File: config.mk
export PLATFORM = sky130hd
export DESIGN_NAME = seven_segment_scanner
export DESIGN_NICKNAME = d
export VERILOG_FILES = /design/src/rtl/seven_segment_scanner.sv
export SDC_FILE = /design/constraint.sdc
export NUM_CORES = 1
export LEC_CHECK = 0
export CORE_MARGIN = 10
export CORE_UTILIZATION = 48
export DETAILED_ROUTE_END_ITERATION = 8
export PLACE_DENSITY = 0.72
export SLEW_MARGIN = 20
export SYNTH_ARGS = -nofsm -noshare
export SYNTH_HDL_FRONTEND = slang
export SYNTH_SLANG_ARGS = --single-unit
File: constraint.sdc
create_clock -name clock -period 2.15 [get_ports clock]
set_clock_uncertainty 0.1 [all_clocks]
set_input_delay 0.5375 -clock clock [delete_from_list [all_inputs] [get_ports clock]]
set_output_delay 0.5375 -clock clock [all_outputs]
set_load 0.02 [all_outputs]
File: src/rtl/seven_segment_scanner.sv
// Four-digit multiplexed seven-segment scanner.
// A prescaler divides the clock into digit slots. The scan index walks across
// the four digits, one digit per slot. A full set of four character codes is
// captured into shadow registers only when the scan wraps from the leftmost
// digit back to the rightmost one. Because the display is driven from the
// shadow registers, changing the inputs in the middle of a frame cannot tear
// the picture.
module seven_segment_scanner #(
  parameter int DIV = 100000
) (
  input  logic       clock,
  input  logic       reset,
  input  logic       en,
  input  logic [3:0] BCD0,
  input  logic [3:0] BCD1,
  input  logic [3:0] BCD2,
  input  logic [3:0] BCD3,
  output logic [3:0] DIGIT,
  output logic [6:0] DISPLAY,
  output logic       frame_done
);

  localparam int               CNT_W      = (DIV > 1) ? $clog2(DIV) : 1;
  localparam logic [CNT_W-1:0] CNT_MAX    = CNT_W'(DIV - 1);
  localparam logic [3:0]       CODE_BLANK = 4'd9;

  // Segment patterns, active low, ordered {g,f,e,d,c,b,a}
  localparam logic [6:0] SEG_P     = 7'b0001100;
  localparam logic [6:0] SEG_L     = 7'b1000111;
  localparam logic [6:0] SEG_A     = 7'b0001000;
  localparam logic [6:0] SEG_Y     = 7'b0010001;
  localparam logic [6:0] SEG_U     = 7'b1000001;
  localparam logic [6:0] SEG_S     = 7'b0010010;
  localparam logic [6:0] SEG_E     = 7'b0000110;
  localparam logic [6:0] SEG_H     = 7'b0001001;
  localparam logic [6:0] SEG_O     = 7'b1000000;
  localparam logic [6:0] SEG_BLANK = 7'b1111111;

  logic [CNT_W-1:0] cnt_q, cnt_d;
  logic [1:0]       idx_q, idx_d;
  logic [3:0]       sh_q [4];
  logic [3:0]       sh_d [4];
  logic             frame_done_q, frame_done_d;
  logic             tick;
  logic             frame_latch;

  // Map a character code onto its segment pattern. Codes 9 and above are blank.
  function automatic logic [6:0] decode_char(input logic [3:0] code);
    logic [6:0] seg;
    case (code)
      4'd0:    seg = SEG_P;
      4'd1:    seg = SEG_L;
      4'd2:    seg = SEG_A;
      4'd3:    seg = SEG_Y;
      4'd4:    seg = SEG_U;
      4'd5:    seg = SEG_S;
      4'd6:    seg = SEG_E;
      4'd7:    seg = SEG_H;
      4'd8:    seg = SEG_O;
      default: seg = SEG_BLANK;
    endcase
    return seg;
  endfunction

  // Work out the next prescaler, scan index, shadow contents and frame pulse.
  always_comb begin
    tick         = (cnt_q == CNT_MAX);
    frame_latch  = tick && (idx_q == 2'd3);
    cnt_d        = tick ? '0 : cnt_q + CNT_W'(1);
    idx_d        = tick ? idx_q + 2'd1 : idx_q;
    frame_done_d = frame_latch;
    for (int i = 0; i < 4; i++) begin
      sh_d[i] = sh_q[i];
    end
    if (frame_latch) begin
      sh_d[0] = BCD0;
      sh_d[1] = BCD1;
      sh_d[2] = BCD2;
      sh_d[3] = BCD3;
    end
  end

  // State registers. Reset discards any partial frame and blanks the shadows.
  always_ff @(posedge clock or posedge reset) begin
    if (reset) begin
      cnt_q        <= '0;
      idx_q        <= '0;
      frame_done_q <= 1'b0;
      for (int i = 0; i < 4; i++) begin
        sh_q[i] <= CODE_BLANK;
      end
    end else begin
      cnt_q        <= cnt_d;
      idx_q        <= idx_d;
      frame_done_q <= frame_done_d;
      for (int i = 0; i < 4; i++) begin
        sh_q[i] <= sh_d[i];
      end
    end
  end

  // Drive one anode and its character straight from the scan index. The enable
  // only masks the outputs, so scanning keeps running while the display is dark.
  always_comb begin
    DIGIT   = 4'b1111;
    DISPLAY = SEG_BLANK;
    if (en) begin
      case (idx_q)
        2'd0:    DIGIT = 4'b1110;
        2'd1:    DIGIT = 4'b1101;
        2'd2:    DIGIT = 4'b1011;
        default: DIGIT = 4'b0111;
      endcase
      DISPLAY = decode_char(sh_q[idx_q]);
    end
  end

  assign frame_done = frame_done_q;

endmodule

==> results.toml, run 1 <==
[floorplan]
die_height_microns = 83.79
chipWidth_microns = 83.79
die-area_sq_um = 7021
io_pins = 31
rows = 23
start_util_pct = 49.18
core_area_sq_um = 3971

[yosys]
yosysTopAreaCell = "dfrtp_1"
ys_seq_elements = 36
synth-edff-count = 0
synth.top_cell.area_share_pct = 35.87
synth_common_cells = "28 x dfrtp_1, 12 x nand2_1"
synth_nets = 189
yosysMostFrequentCell = "dfrtp_1"
async_flop_share_pct = 100.0
ys_seq_area_share_pct = 46.64
synth_area_leaders = "dfrtp_1 36%, dfstp_2 11%, mux2_4 6.9%"
synth.avg_cell_area_sq_um = 12.13
syn_inst = 161
syn_area_sq_um = 1953
yosys_warnings = 0
yosysUniqueCellTypes = 36
synthFlopType = "dfrtp_1"

[power]
clockPowerShare_pct = 34.0
cellPowerDensity_nw_per_um2 = 522.8
pwr-share-seq_pct = 52.6
peakVddDrop_mv = 0.5014
sw_frac_of_total_pct = 23.53
comb_power_share_pct = 13.4
p_int_mw = 1.030
power.switching_uw = 316.8
power_leakage_nw = 1.129

[worst_setup_path]
crit_top_cell = "buf_4"
crit_path_start_kind = "flop"
crit_required_ns = 1.51
r2r_cells = 5
path_delay_family = "multiplexers"
r2r-start = "cnt_q[0]"
max_stage_delay_ns = 0.54
crit_type = "reg -> out"
path_buf_inv = 3
worstPathArrival_ns = 2.09
r2r-end = "sh_q[9]"
slowest_stage = "mux4_2"
end_kind = "output pin"
rrSetupSlack_ns = 0.25
path_cells = "mux4_2, inv_2, ha_4, nand2b_4, a21boi_4, buf_4, o21ai_2, buf_4"
crit_fanout = 5

[placed_design]
dpl-instance-area_sq_um = 2454
port-buffer-count = 30
dp_hpwl_microns = 3216
gp_congestion = 0.8531

[timing]
fin_ws_ns = -0.5815
hold_slack_ns = 0.3811
hold_viol_final = 0
setup_violations = 7
tightest_slew_ns = 0.5031
fmaxAchievable_mhz = 366.1
fin_crit_sh_pct = 127.0
final.min_clock_period_ns = 2.731
slew-limit-headroom_pct = 66.15
grt_setup_unrepaired = "true"
drv_slew = 0
fin_setup_tns_ns = -3.959

[clock_tree]
clockRootBuffer = "clkbuf_8"
clock_latency_ns = 0.29
path_clk_slew_ns = 0.07
cts_tree = "built"
ctsLongestPathBuffers = 2
numCtsBuffers = 5
clock_sinks = 36
cts_htree_levels = 2
hold_buffers = 0

[cells_and_area]
n_antenna_cell = 0
n_fill_cell = 332
drive_gt1_share_pct = 39.55
area_growth_pct = 31.90
fin_nets = 247
final_area_sq_um = 2576

[grt]
grt_overflow_total = 0
grt_usage_pct = 13.30
grt_start_max_net_pins = 37
grt_pass1_wl_microns = 7700
grt_pass1_vias = 1524
antenna_found_initial = 0

[route]
wl_met3_microns = 189
m1WireLength_microns = 1928
ant_nets = 0
routed.top_layer = "met4"
routed_wl_microns = 4328
drc_errors = 0
route.met2.wl_microns = 2132
initialDrtViolationCount = 40
via_count = 1413
via_per_inst = 5.233
drt-wirelength-per-cell_microns = 16.03
first_pass_iters = 4

[min_path]
hold_class = "reg -> reg"
worstHoldEndpoint = "cnt_q[0]"
hold_path_depth = 1
worstHoldStart = "cnt_q[0]"

[flow_run]
maxCapViolCount = 0

[status]
violations = "negative setup slack"
status = "finished with violations"
[layout by cell type, fill, tap and decap left out, drive strengths merged, types with 4 or more instances in the layout]
cell           netlist  layout
buf                  4      36
dfrtp               28      28
clkdlybuf4s50        0      19
mux2                16      16
nand2               13      13
xnor2                9       9
nor2                 9       9
ha                   9       9
inv                  9       9
dfstp                8       8
nand3                7       7
clkbuf               0       7
o21ai                7       7
nand4                5       5
mux4                 4       4
a21oi                4       4
xor2                 4       4
[timing repair]
item / 4_1_cts / 5_1_grt
endpoints found under the hold margin: 0 / 0
buffers inserted: 8 / 0
pin swaps: 2 / 1
gates resized for setup: 51 / 3
setup endpoints to repair: 11 / 10
[per-stage QoR]
step / setup slack (ns) / utilization, % / total power [mW] / instances
final: -0.5815 / 64.87 / 1.347 / 270
after global routing: -0.7007 / 64.87 / 1.411 / 270
after CTS: -0.6011 / 65.34 / 1.367 / 270
after detailed placement: -0.7185 / 61.78 / 0.8880 / 254
after global placement: -0.6332 / 61.78 / 0.8805 / 254
after floorplan: -0.1802 / - / 0.8013 / 161
[registers in the layout, indices dropped and copies added, names as in the netlist]
register    count
cnt_q          17
idx_q           2
frame_done      1
sh_q           16
[power groups by stage]
stage / clock [mW] / combinational, mW / sequential [mW]
after floorplan: 0 / 0.0858 / 0.715
after CTS: 0.477 / 0.182 / 0.708
after detailed placement: 0 / 0.168 / 0.720
after global placement: 0 / 0.161 / 0.719
final: 0.458 / 0.181 / 0.708
after global routing: 0.506 / 0.196 / 0.709
[area by class of cell]
class / instances / area [sq um] / share of cell area, %
clock buffer: 7 / 76.32 / 2.963
clock inverter: 1 / 5.005 / 0.1943
inverter: 9 / 33.78 / 1.311
multi-input combinational: 112 / 1028 / 39.92
sequential: 36 / 913.4 / 35.45
tap: 50 / 62.56 / 2.428
timing repair buffer: 55 / 456.7 / 17.73
[worst register-to-register path, delay by kind of cell, from the launching register on]
family | cells | cell delay (ns)
and+or+nand+nor | 3 | 0.67
DFF | 1 | 0.41
muxes | 1 | 0.36
adders and majority gates | 1 | 0.25
[layer usage]
| layer | global-route usage (%) | vias up |
|---|---|---|
| li1 | - | 680 |
| met2 | 21.95 | 38 |
| met5 | 0 | - |
| met3 | 4.395 | 9 |
| met4 | 5.023 | 0 |
| met1 | 15.54 | 686 |
[logic make-up (layout without fill, tap and decap cells)]
group | Yosys count | in the layout | share of synthesized area (%)
compound gates | 14 | 14 | 4.164
fa+ha+maj | 9 | 9 | 5.766
mux | 23 | 23 | 17.10
buf+inv | 13 | 72 | 4.164
simple gates | 53 | 53 | 16.34
flops | 36 | 36 | 46.64
xor+xnor | 13 | 13 | 5.830
[worst max path at each step]
stage | startpoint | endpoint | slack [ns] | cells past startpoint
floorplan | idx_q[0] | DISPLAY[3] | -0.18 | 6
global placement | idx_q[0] | DISPLAY[3] | -0.63 | 7
detailed placement | idx_q[0] | DISPLAY[3] | -0.72 | 7
CTS | idx_q[0] | DISPLAY[3] | -0.60 | 8
global route | idx_q[0] | DISPLAY[1] | -0.70 | 8
finish | idx_q[0] | DISPLAY[1] | -0.58 | 8
(Power assumes the default switching activity.)
==> run 2, diff against run 1 <==
--- a/config.mk
+++ b/config.mk
@@ -7,8 +7,10 @@
 export LEC_CHECK = 0
 export CORE_MARGIN = 10
 export CORE_UTILIZATION = 48
+export CTS_CLUSTER_DIAMETER = 100
 export DETAILED_ROUTE_END_ITERATION = 8
 export PLACE_DENSITY = 0.72
+export SETUP_SLACK_MARGIN = 0.3
 export SLEW_MARGIN = 20
 export SYNTH_ARGS = -nofsm -noshare
 export SYNTH_HDL_FRONTEND = slang
==> results.toml, run 2 (synthesis results as in run 1) <==
[cells_and_area]
post-route-util_pct = 66.60
largest_register_ffs = 17
final_cell_mix = "25 x dfrtp_1, 21 x buf_4, 17 x clkdlybuf4s50_1"
largestRegisters = "cnt_q: 17 flops, sh_q: 16 flops, idx_q: 2 flops"
final_common_cell = "dfrtp_1"
n_antenna_cell = 0
drive_gt1_share_pct = 44.19
final_area_sq_um = 2645
fin_nets = 242
area_growth_pct = 35.43
top_register = "cnt_q"

[clock_tree]
clock_sinks = 36
cts_htree_levels = 2
ctsLongestPathBuffers = 2
clock_latency_ns = 0.28
path_clk_slew_ns = 0.07
cts_tree = "built"
clockRootBuffer = "clkbuf_8"
hold_buffers = 0
numCtsBuffers = 5

[power]
pwr-share-seq_pct = 48.2
peakVddDrop_mv = 0.4716
power_leakage_nw = 1.141
comb_power_share_pct = 11.9
power.switching_uw = 326.2
clockPowerShare_pct = 39.9
sw_frac_of_total_pct = 22.22
p_int_mw = 1.142
cellPowerDensity_nw_per_um2 = 555.1

[timing]
fin_setup_tns_ns = -3.695
tightest_slew_ns = 0.5073
final.min_clock_period_ns = 2.718
setup_violations = 7
drv_slew = 0
grt_setup_unrepaired = "true"
fmaxAchievable_mhz = 367.9
hold_viol_final = 0
fin_ws_ns = -0.5678
fin_crit_sh_pct = 126.4
slew-limit-headroom_pct = 65.87

[worst_setup_path]
end_kind = "output pin"
crit_required_ns = 1.51
crit_type = "reg -> out"
path_buf_inv = 2
crit_path_start_kind = "flop"
path_delay_family = "multiplexers"
crit_fanout = 6
r2r_cells = 4
max_stage_delay_ns = 0.53
cp_num_cells = 7
slowest_stage = "mux4_2"
path_cells = "mux4_2, inv_2, ha_4, nand2b_4, a21boi_4, o31ai_2, buf_4"
worstPathArrival_ns = 2.08

[grt]
grt_pass1_vias = 1551
grt_start_max_net_pins = 37
grt_pass1_wl_microns = 7562
grt_overflow_total = 0
grt_usage_pct = 12.93
antenna_found_initial = 0

[route]
first_pass_iters = 5
ant_nets = 0
drt-wirelength-per-cell_microns = 16.78
drc_errors = 0
via_count = 1403
routed_wl_microns = 4447
via_per_inst = 5.294
initialDrtViolationCount = 63

[placed_design]
port-buffer-count = 30
dpl-instance-area_sq_um = 2434
gp_congestion = 0.7897
dp_hpwl_microns = 3299

[flow_run]
maxCapViolCount = 0

[floorplan]
rows = 23
chipWidth_microns = 83.79
io_pins = 31
start_util_pct = 49.18
die-area_sq_um = 7021
die_height_microns = 83.79
core_area_sq_um = 3971

[min_path]
hold_path_depth = 1
hold_class = "reg -> reg"

[status]
status = "finished with violations"
violations = "negative setup slack"
-- run 2: layer usage --
metal | track usage [%] | up-vias | part of all wire, %
li1 | - | 669 | -
met3 | 3.320 | 4 | 3.8
met5 | 0 | - | 0
met2 | 23.48 | 35 | 53
met1 | 14.20 | 695 | 42
met4 | 4.110 | 0 | 0.76
-- run 2: cell type report --
type                    instances  area, sq um
clock inverters                 3        42.54
repair buffers                 50        457.9
flip-flops and latches         36        914.6
multi-input cells             112         1060
clock buffers                   5        68.82
fillers                       306         1326
inverters                       9        38.79
well taps                      50        62.56
-- run 2: stage by stage --
| step | instances | hold slack, ns | setup WS (ns) | power [mW] |
|---|---|---|---|---|
| finish | 265 | 0.3907 | -0.5678 | 1.468 |
| CTS | 262 | 0.3961 | -0.5908 | 1.481 |
| global route | 265 | 0.4166 | -0.6609 | 1.523 |
| detailed placement | 251 | 0.3813 | -0.7059 | 0.8853 |
| global placement | 251 | 0.3772 | -0.6289 | 0.8775 |
| floorplan | 161 | 0.3523 | -0.1802 | 0.8013 |
-- run 2: worst paths after layout --
kind / end / from / slack (ns)
max: DISPLAY[3] / idx_q[0] / -0.57
min: cnt_q[0] / cnt_q[0] / 0.39
max reg2reg: sh_q[10] / cnt_q[8] / 0.35
min reg2reg: cnt_q[0] / cnt_q[0] / 0.39
max in group asynchronous: sh_q[8] / reset / 1.04
min in group asynchronous: frame_done / reset / 0.55
-- run 2: power by group through the flow --
stage	sequential (mW)	combinational, mW	clock, mW
floorplan	0.715	0.0858	0
global placement	0.720	0.158	0
detailed placement	0.720	0.165	0
CTS	0.708	0.171	0.603
global route	0.710	0.189	0.624
finish	0.708	0.175	0.585
-- run 2: what timing repair did --
action,CTS,global route
buffers inserted,3,3
gates cloned,0,0
setup endpoints to repair,22,24
gates resized for setup,67,16
pin swaps,1,3
==> run 3, diff against run 2 <==
--- a/config.mk
+++ b/config.mk
@@ -5,9 +5,11 @@
 export SDC_FILE = /design/constraint.sdc
 export NUM_CORES = 1
 export LEC_CHECK = 0
+export CAP_MARGIN = 20
 export CORE_MARGIN = 10
 export CORE_UTILIZATION = 48
 export CTS_CLUSTER_DIAMETER = 100
+export CTS_CLUSTER_SIZE = 20
 export DETAILED_ROUTE_END_ITERATION = 8
 export PLACE_DENSITY = 0.72
 export SETUP_SLACK_MARGIN = 0.3
==> results of run 3 <==
The final DEF is identical to that of run 2; final timing and power are the same.
